### src/rtl/riscv_pkg.sv
// Shared RISC-V memory-subsystem definitions: requester IDs and the
// pending-read tag carried from a granted load to its data return.
package riscv_pkg;

    localparam logic ID_NUCLEO     = 1'b0;
    localparam logic ID_CARREGADOR = 1'b1;

    // Tag for a load in flight: who asked and whether it was blocked.
    typedef struct packed {
        logic valid;
        logic id;
        logic desalinhado;
    } tag_pendente_t;

endpackage

### src/rtl/seletor_round_robin.sv
// Two-input grant generator. req[0]/gnt[0] is the higher-default requester
// (core), req[1]/gnt[1] the other (loader).
// Build option ARBITRO_PRIORIDADE_FIXA_EN: requester 0 always wins and no
// priority register exists; otherwise a round-robin pointer alternates wins.
module seletor_round_robin (
`ifndef ARBITRO_PRIORIDADE_FIXA_EN
    input  logic       clk,
`endif
    input  logic       reset,
    input  logic [1:0] req,
    output logic [1:0] gnt
);

`ifdef ARBITRO_PRIORIDADE_FIXA_EN

    // Fixed priority: requester 1 only when requester 0 is silent.
    always_comb begin
        gnt = 2'b00;
        if (!reset) begin
            gnt[0] = req[0];
            gnt[1] = req[1] & ~req[0];
        end
    end

`else

    logic prio;  // 0 = requester 0 first, 1 = requester 1 first

    // Round-robin grant; no grants while reset is held.
    always_comb begin
        gnt = 2'b00;
        if (!reset) begin
            if (req == 2'b11)
                gnt = prio ? 2'b10 : 2'b01;
            else
                gnt = req;
        end
    end

    // After any grant, favour the requester that did not win.
    always_ff @(posedge clk or posedge reset) begin
        if (reset)
            prio <= 1'b0;
        else if (|gnt)
            prio <= gnt[0];
    end

`endif

endmodule

### src/rtl/arbitro_memoria_dados.sv
// Data-memory arbiter between the core load/store port and the loader port.
// One access granted per cycle, read data returned the following cycle,
// misaligned word accesses blocked and flagged.
// Build option ARBITRO_PRIORIDADE_FIXA_EN: core always wins on contention.
module arbitro_memoria_dados
    import riscv_pkg::*;
#(
    parameter int LARGURA_END  = 32,
    parameter int LARGURA_DADO = 32
) (
    input  logic                    clk,
    input  logic                    reset,
    input  logic                    nucleo_req,
    input  logic                    nucleo_we,
    input  logic [LARGURA_END-1:0]  nucleo_end,
    input  logic [LARGURA_DADO-1:0] nucleo_wdata,
    output logic                    nucleo_gnt,
    output logic                    nucleo_rvalid,
    output logic [LARGURA_DADO-1:0] nucleo_rdata,
    output logic                    nucleo_stall,
    input  logic                    carr_req,
    input  logic                    carr_we,
    input  logic [LARGURA_END-1:0]  carr_end,
    input  logic [LARGURA_DADO-1:0] carr_wdata,
    output logic                    carr_gnt,
    output logic                    carr_rvalid,
    output logic [LARGURA_DADO-1:0] carr_rdata,
    output logic                    erro_alinhamento,
    output logic                    mem_en,
    output logic                    mem_we,
    output logic [LARGURA_END-1:0]  mem_end,
    output logic [LARGURA_DADO-1:0] mem_wdata,
    input  logic [LARGURA_DADO-1:0] mem_rdata
);

    logic [1:0]              gnt;
    logic                    garantido;
    logic                    sel_we;
    logic [LARGURA_END-1:0]  sel_end;
    logic [LARGURA_DADO-1:0] sel_wdata;
    logic                    desal;
    tag_pendente_t           pend;
    logic                    erro_q;

    seletor_round_robin u_seletor (
`ifndef ARBITRO_PRIORIDADE_FIXA_EN
        .clk   (clk),
`endif
        .reset (reset),
        .req   ({carr_req, nucleo_req}),
        .gnt   (gnt)
    );

    assign nucleo_gnt   = gnt[0];
    assign carr_gnt     = gnt[1];
    assign garantido    = |gnt;
    assign nucleo_stall = nucleo_req & ~gnt[0] & ~reset;

    // Winner payload mux and memory drive; misaligned or idle leaves memory quiet.
    always_comb begin
        sel_we    = gnt[1] ? carr_we    : nucleo_we;
        sel_end   = gnt[1] ? carr_end   : nucleo_end;
        sel_wdata = gnt[1] ? carr_wdata : nucleo_wdata;
        desal     = |sel_end[1:0];
        mem_en    = garantido & ~desal;
        mem_we    = mem_en & sel_we;
        mem_end   = mem_en ? sel_end   : '0;
        mem_wdata = mem_en ? sel_wdata : '0;
    end

    // Capture the pending-load tag and the alignment error for next cycle.
    always_ff @(posedge clk or posedge reset) begin
        if (reset) begin
            pend   <= '0;
            erro_q <= 1'b0;
        end else begin
            pend.valid       <= garantido & ~sel_we;
            pend.id          <= gnt[1] ? ID_CARREGADOR : ID_NUCLEO;
            pend.desalinhado <= desal;
            erro_q           <= garantido & desal;
        end
    end

    // Route returning data to the owner only; blocked loads return zero.
    always_comb begin
        nucleo_rvalid = pend.valid & (pend.id == ID_NUCLEO);
        carr_rvalid   = pend.valid & (pend.id == ID_CARREGADOR);
        nucleo_rdata  = (nucleo_rvalid && !pend.desalinhado) ? mem_rdata : '0;
        carr_rdata    = (carr_rvalid   && !pend.desalinhado) ? mem_rdata : '0;
    end

    assign erro_alinhamento = erro_q;

endmodule
### config.mk
export PLATFORM = sky130hd
export DESIGN_NAME = arbitro_memoria_dados
export DESIGN_NICKNAME = d
export VERILOG_FILES = /design/src/rtl/riscv_pkg.sv /design/src/rtl/seletor_round_robin.sv /design/src/rtl/arbitro_memoria_dados.sv
export SDC_FILE = /design/constraint.sdc
export NUM_CORES = 1
export LEC_CHECK = 0
export BUFFER_PORTS_ARGS = -buffer_cell sky130_fd_sc_hd__buf_2
export CAP_MARGIN = 20
export CORE_AREA = 2 2 116 118
export DETAILED_ROUTE_END_ITERATION = 12
export DIE_AREA = 0 0 118 120
export GPL_ROUTABILITY_DRIVEN = 1
export HOLD_SLACK_MARGIN = 0.03
export SLEW_MARGIN = 20
export SYNTH_ARGS = -nofsm -noshare
export SYNTH_HDL_FRONTEND = slang
export SYNTH_SLANG_ARGS = --single-unit
### constraint.sdc
create_clock -name clk -period 2.5 [get_ports clk]
set_input_delay 0.25 -clock clk [delete_from_list [all_inputs] [get_ports clk]]
set_output_delay 0.25 -clock clk [all_outputs]
set_load 0.01 [all_outputs]
Yosys cells after proc, flatten, opt, wreduce, memory -nomap -nowiden
Cells that the tools add are included.

operators by class
  equal/unequal tests = 1
  mux-type cells = 11
  bitwise logic cells = 13
  reductions and logical operators = 5

operator list
  cell                count
  $mux 32             6
  $and 1x1->1         8
  $mux 2              3
  $not 1->1           5
  $reduce_or 2->1     2
  $eq 2x2->1 const B  1
  $logic_and 1x1->1   2
  $mux 1              2
  $logic_not 1->1     1

storage, ports and cells
  flip-flop bits (word level) = 5
  output and inout bits = 136
  logic and storage cells = 35

Logic depth before layout (Yosys ltp)
Gate-level depths: netlist of the first run.

  depth after elaboration = 8
  depth in mapped cells = 5
  depth with buffers taken out = 4

Hierarchy
A second synthesis of the first run with hierarchy kept.

second synthesis, totals
  cells, all modules = 247
  area, all modules = 1988.2 µm²

by module, submodules not included
  module                 times used  cells an instance  area an instance (µm²)  sequential area each (µm²)
  arbitro_memoria_dados  1           239                1916.8                  100.1
  seletor_round_robin    1           8                  71.3                    25.0

Least setup slack after synthesis of the first run
Ideal clock, no wire load.

  path type = input to output
  from = input port carr_end[0]
  to = output port mem_end[13]
  arrival time = 1158 ps
  slack = 1092 ps
  cell stages on the path = 5
  buffers on the path = 2
  path through = or2_4 a211oi_4 buf_6 buf_12 a22o_1

on the way
  word-level cells in the longest chain between the ends = 5

ends and longest elaborated chain
  what             line                         text
  from (decl)      arbitro_memoria_dados.sv:23  input logic [LARGURA_END-1:0] carr_end,
  $mux 32          arbitro_memoria_dados.sv:62  sel_end = gnt[1] ? carr_end : nucleo_end;
  $reduce_or 2->1  arbitro_memoria_dados.sv:64  desal = |sel_end[1:0];
  $not 1->1        arbitro_memoria_dados.sv:65  mem_en = garantido & ~desal;
  $and 1x1->1      arbitro_memoria_dados.sv:65
  $mux 32          arbitro_memoria_dados.sv:67  mem_end = mem_en ? sel_end : '0;
  to (decl)        arbitro_memoria_dados.sv:31  output logic [LARGURA_END-1:0] mem_end,

Every way passes these cells.

Worst setup path in the final report of the first run
  from = input port reset
  to = output port mem_end[18]

on the way
  word-level cells in the longest chain between the ends = 6

ends and longest elaborated chain
  what             line                         text
  from (decl)      arbitro_memoria_dados.sv:12  input logic reset,
  $mux 2 (*)       seletor_round_robin.sv:32    if (!reset) begin
  $mux 32          arbitro_memoria_dados.sv:62
  $reduce_or 2->1  arbitro_memoria_dados.sv:64
  $not 1->1        arbitro_memoria_dados.sv:65
  $and 1x1->1      arbitro_memoria_dados.sv:65
  $mux 32 (*)      arbitro_memoria_dados.sv:67

Mark *: on every way between the ends. The rest lies on a longest branch, timed or not.

==> results of run 1 <==
cell usage after synthesis (all sizes together):
| library cell | instances |
|---|---|
| o22ai | 1 |
| buf | 16 |
| o21ai | 1 |
| and3b | 2 |
| a22o | 63 |
| conb | 1 |
| a21oi | 1 |
| clkbuf | 6 |
| dfrtp | 5 |
| nand2 | 2 |
| inv | 4 |
| nand3 | 1 |
| nor3b | 1 |
| nor2b | 1 |
| o2bb2ai | 1 |
| nand2b | 2 |
| nor2 | 2 |
| a21o | 1 |
| a211oi | 1 |
| and2 | 65 |
| or2 | 2 |
critical path: cells and delay by family:
kind | cells | cell delay [ns]
buffers and inverters | 4 | 1.10
AO/OA/AOI/OAI | 2 | 0.53
AND/OR/NAND/NOR | 1 | 0.15
power by group through the flow:
stage          registers, uW  clock network (uW)  logic [uW]
5_1_grt                 97.7                 271         339
3_5_place_dp            97.3                   0         309
6_report                96.6                 260         309
3_3_place_gp            97.2                   0         308
2_1_floorplan           96.4                   0         127
4_1_cts                 96.7                 267         312
cells by family after synthesis:
group	after synthesis	synth area share [%]
other	1	0.250
and+or+nand+nor	78	33.2
AOI/OAI and AO/OA	69	40.3
buffers and inverters	26	18.0
DFF	5	8.33
final cells by class:
class / instances / area [um^2] / area share (%)
Antenna cell: 2 / 5.00 / 0.161
Timing Repair Buffer: 304 / 1560 / 50.1
Inverter: 4 / 15.0 / 0.482
Multi-Input combinational cell: 149 / 1110 / 35.6
Clock buffer: 4 / 78.8 / 2.53
Sequential cell: 5 / 125 / 4.01
Tap cell: 176 / 220 / 7.07
state kept, by name (all words and copies together), names as in the netlist:
register          flops
erro_alinhamento      1
pend                  3
u_seletor.prio        1
worst paths after layout:
path | cells past startpoint | startpoint | slack, ns | endpoint
worst min register to register | 1 | u_seletor.prio | 0.52 | u_seletor.prio
min in group asynchronous | 3 | reset | 0.50 | u_seletor.prio
worst min-delay path | 2 | carr_we | 0.24 | pend[2]
worst max register to register | 4 | u_seletor.prio | 1.50 | erro_alinhamento
max in group asynchronous | 3 | reset | 1.82 | pend[0]
worst max-delay path | 7 | reset | 0.18 | mem_end[18]
metrics by stage:
step,worst slack (ns),instances,total power (uW),hold slack [ns]
floorplan,1.09,180,224,0.0366
global placement,0.703,637,405,0.181
detailed placement,0.704,637,407,0.191
CTS,0.186,642,675,0.249
global route,0.154,644,707,0.265
finish,0.181,644,667,0.241
routing by layer:
| metal | vias to the layer above | GRT usage, % | wire length [um] |
|---|---|---|---|
| li1 | 1225 | - | - |
| met1 | 1086 | 12.5 | 3390 |
| met2 | 170 | 20.2 | 4260 |
| met3 | 10 | 1.71 | 697 |
| met4 | 0 | 2.79 | 183 |
| met5 | - | 0 | 0 |
==> impl_metrics.yaml, run 1 <==
cells_and_area:
  final_core_util_pct: 24.0
  number_of_nets_in_the_finished_design: 633
  area_growth_pct: 108
  stdcell_area_um2: 3120
  drive_gt1_share_pct: 66.7
  fillCellCount: 1465
  most-common-layout-cells: "buf_2 (299), and2_1 (65), a22o_1 (63)"
  most_frequent_standard_cell_in_the_layout_excluding_fill_and_tap_cells: "buf_2"
die:
  design.core.area_um2: 13000
  fp.dieArea_um2: 14200
  placement_rows: 42
  ioPinCount: 302
  die_width_um: 118
  fp.dieH_um: 120
  floorplan.initialDensity_pct: 11.6
logic_synthesis:
  post_synth_instance_area_um2: 1500
  synth-seq-cells: 5
  postSynthAreaPerCell_um2: 8.39
  ys_warn_count: 0
  synth.yosys.seq_area_share_pct: 8.33
  cell_taking_the_most_area_after_synthesis: "a22o_1"
  syn_inst: 179
  synth_top_cells_by_area: "a22o_1 (37%), and2_1 (27%), dfrtp_1 (8.3%), buf_12 (6.7%), buf_8 (6.0%)"
  yosysUniqueCellTypes: 27
  top_cell_type_s_share_of_synthesized_area_pct: 36.7
cts:
  clockBufferDepth: 2
  cts.htree.levels: 1
  clk-insertion-delay-late_ns: 0.22
  clk_transition_reported_paths_ns: 0.03
  cts_tree: "done"
  clk_root_buffer_cell: "clkbuf_16"
  cts-hold-fix-buffers: 1
  post_cts.resized_instances: 0
  cts_buffers: 3
  clock-sinks: 5
  cts_setup_buffers: 0
global_route:
  gr-usage-all-layers_pct: 10.7
  grt_pass1_vias: 2368
  grt_start_max_net_pins: 65
  grt.overflow.total: 0
  grt_first_pass_wirelength_um: 12300
  initial_antenna_violation_count: 2
min_path:
  hold_class: "primary input to flop"
detailed_routing:
  drt_first_iter_violations: 41
  final_antenna_net_count: 0
  route.detailed.vias_per_inst: 3.87
  post-route-drc-count: 0
  wl_per_cell_um: 13.3
  routed-via-count: 2491
  drt_wl_total_um: 8530
  drtPass1Iterations: 4
setup_path:
  end_kind: "primary output"
  cp_slowest_stage_delay_ns: 0.53
  critical_path_peak_fanout: 64
  cp_common_cell: "buf_2"
  cp_slowest_cell: "dlygate4sd3_1"
  worstPathCellList: "dlygate4sd3_1 -> buf_2 -> nand2b_4 -> a211oi_4 -> buf_12 -> a22o_1 -> buf_2"
  worstSetupStartpointType: "primary input"
  critical_path_class: "primary input to primary output"
  worst_ep_arrival_time_ns: 2.07
  critical_path_required_ns: 2.25
sta:
  finalCritPeriodShare_pct: 92.7
  timing.clock.skew_ns: 0.000844
  drv_slew: 0
  hold_viol_final: 0
  max_clock_freq_mhz: 431
  final_layout_setup_total_negative_slack_ns: 0
  fin_crit_ns: 2.32
  finalSetupViolCount: 0
  rsz0062_at_grt: "no"
pwr:
  portion_of_total_power_attributed_to_combinational_logic_pct: 46.4
  power.sequential.fraction_pct: 14.5
  leakagePower_uw: 0.00201
  power-per-cell-area_nw_per_um2: 214
  p_int_uw: 469
  ir_worst_vdd_mv: 0.214
  clkPwrFrac_pct: 39.1
  power.share.switching_pct: 29.7
  power.switching_uw: 198
placed_design:
  detailed_place.area_um2: 3020
  hpwlAfterDp_um: 7420
  gp_routability_congestion: 0.842
  numPortBuffers: 299
flow_run:
  maxCapViolCount: 0
status:
  outcome: "complete, no violations"
Note: power is estimated with default switching activity, not from simulation.
==> inputs of run 2 (changes only) <==
==> constraint.sdc (replaced) <==
create_clock -name clk -period 2.5 [get_ports clk]
set_input_delay 0.375 -clock clk [delete_from_list [all_inputs] [get_ports clk]]
set_output_delay 0.375 -clock clk [all_outputs]
set_load 0.01 [all_outputs]
==> run 2 against run 1 <==
Effect of this change: utilization down 0.077 points; sequential share of layout area about the same; critical path type is now flop to primary output; maximum frequency up 14%; design area down 0.32%; critical endpoint unchanged.
==> impl_metrics.yaml, run 2 (synthesized netlist as in run 1, its figures left out) <==
status:
  outcome: "complete, no violations"
setup_path:
  critical_path_class: "flop to primary output"
  worstPathCellList: "inv_1 -> a211oi_4 -> buf_12 -> a22o_1 -> buf_2"
  worst_ep_arrival_time_ns: 1.66
  critical_path_peak_fanout: 64
  critical_path_required_ns: 2.12
  cp_slowest_stage_delay_ns: 0.37
  critical-path-top-delay-family: "buffers and inverters"
  critical_path_buf_inv_count: 3
  cp_slowest_cell: "dfrtp_1"
  worstSetupStartpointType: "flop"
  end_kind: "primary output"
global_route:
  met1_usage_pct: 12.9
  grt.overflow.total: 0
  busiest_layer: "met2"
  globalRouteMet3Util_pct: 2.28
  gr-usage-all-layers_pct: 10.7
  grt_start_max_net_pins: 65
  grt_first_pass_wirelength_um: 12400
  initial_antenna_violation_count: 2
  gr-usage-met2_pct: 19.5
  grt_pass1_vias: 2358
min_path:
  hold_class: "primary input to asynchronous set/reset pin"
cells_and_area:
  most-common-layout-cells: "buf_2 (299), and2_1 (65), a22o_1 (63)"
  fillCellCount: 1462
  multi_input_area_um2: 1110
  final_core_util_pct: 23.9
  most_frequent_standard_cell_in_the_layout_excluding_fill_and_tap_cells: "buf_2"
  drive_gt1_share_pct: 66.9
  area.sequential_um2: 125
  largest_register_ffs: 3
  largest_register: "pend"
  number_of_nets_in_the_finished_design: 632
  area_growth_pct: 107
pwr:
  leakagePower_uw: 0.00201
  ir_worst_vdd_mv: 0.164
  finalPower_uw: 660
  power-per-cell-area_nw_per_um2: 212
sta:
  hold_viol_final: 0
  finalSetupViolCount: 0
  worst_hold_slack_ns: 0.0749
  drv_slew: 0
  finalCritPeriodShare_pct: 81.4
  timing.clock.skew_ns: 0.00104
  max_clock_freq_mhz: 492
  final_layout_setup_total_negative_slack_ns: 0
  rsz0062_at_grt: "no"
  fin_crit_ns: 2.03
  setup_ws_ns: 0.466
cts:
  clk_transition_reported_paths_ns: 0.03
  clockBufferDepth: 2
  cts_tree: "done"
  cts-hold-fix-buffers: 0
  cts_buffers: 3
  clk-insertion-delay-late_ns: 0.22
  clk_root_buffer_cell: "clkbuf_16"
  cts.htree.levels: 1
  clock-sinks: 5
  cts_setup_buffers: 0
  post_cts.resized_instances: 0
detailed_routing:
  final_antenna_net_count: 0
  drt_first_iter_violations: 41
  drtPass1Iterations: 6
  route.detailed.vias_per_inst: 3.89
  post-route-drc-count: 0
  wl_per_cell_um: 13.2
  routed-via-count: 2504
  drt_wl_total_um: 8470
placed_design:
  hpwlAfterDp_um: 7350
  gp_routability_congestion: 0.856
  placement.setup.worst_slack_ns: 0.450
  numPortBuffers: 299
die:
  fp.dieH_um: 120
  fp.dieArea_um2: 14200
  design.core.area_um2: 13000
  ioPinCount: 302
  placement_rows: 42
  die_width_um: 118
  floorplan.initialDensity_pct: 11.6
flow_run:
  maxCapViolCount: 0
-- run 2: changes by cell type in the layout (fill, tap and decap cells not counted), sizes merged --
cell,change
dlygate4sd3,-1
-- run 2: metrics by stage --
step                cells  instance area (um^2)
floorplan             180                  1510
global route          643                  3110
global placement      637                  3020
CTS                   641                  3100
detailed placement    637                  3020
finish                643                  3110
-- run 2: layout make-up --
class                           count  area share, %
Multi-Input combinational cell    149           35.8
Timing Repair Buffer              303           49.9
Tap cell                          176           7.09
Clock buffer                        4           2.54
Antenna cell                        2          0.161
Sequential cell                     5           4.03
Inverter                            4          0.483
-- run 2: final timing paths --
check,endpoint,slack [ns],cells past startpoint,startpoint
worst min register to register,u_seletor.prio,0.52,1,u_seletor.prio
max in group asynchronous,pend[0],2.25,2,reset
worst min-delay path,u_seletor.prio,0.07,2,reset
min in group clk,pend[2],0.37,2,carr_we
worst max-delay path,mem_end[18],0.47,5,u_seletor.prio
worst max register to register,erro_alinhamento,1.48,4,u_seletor.prio
-- run 2: worst register-to-register path, stage by stage (launching register included) --
cell	delay (ns)
dfrtp_1	0.39
inv_1	0.12
a21o_1	0.17
inv_1	0.09
o2bb2ai_1	0.12
-- run 2: report_power, final --
group          total (uW)  internal [uW]  switching, uW
Sequential           96.4           89.9           6.48
Clock                 258            211           46.9
Combinational         306            166            139
Total                 660            467            193
-- run 2: per-layer routing --
layer,wire [um],vias to the layer above
met1,3300,1094
met5,0,-
met3,807,10
met2,4210,177
li1,-,1223
met4,146,0
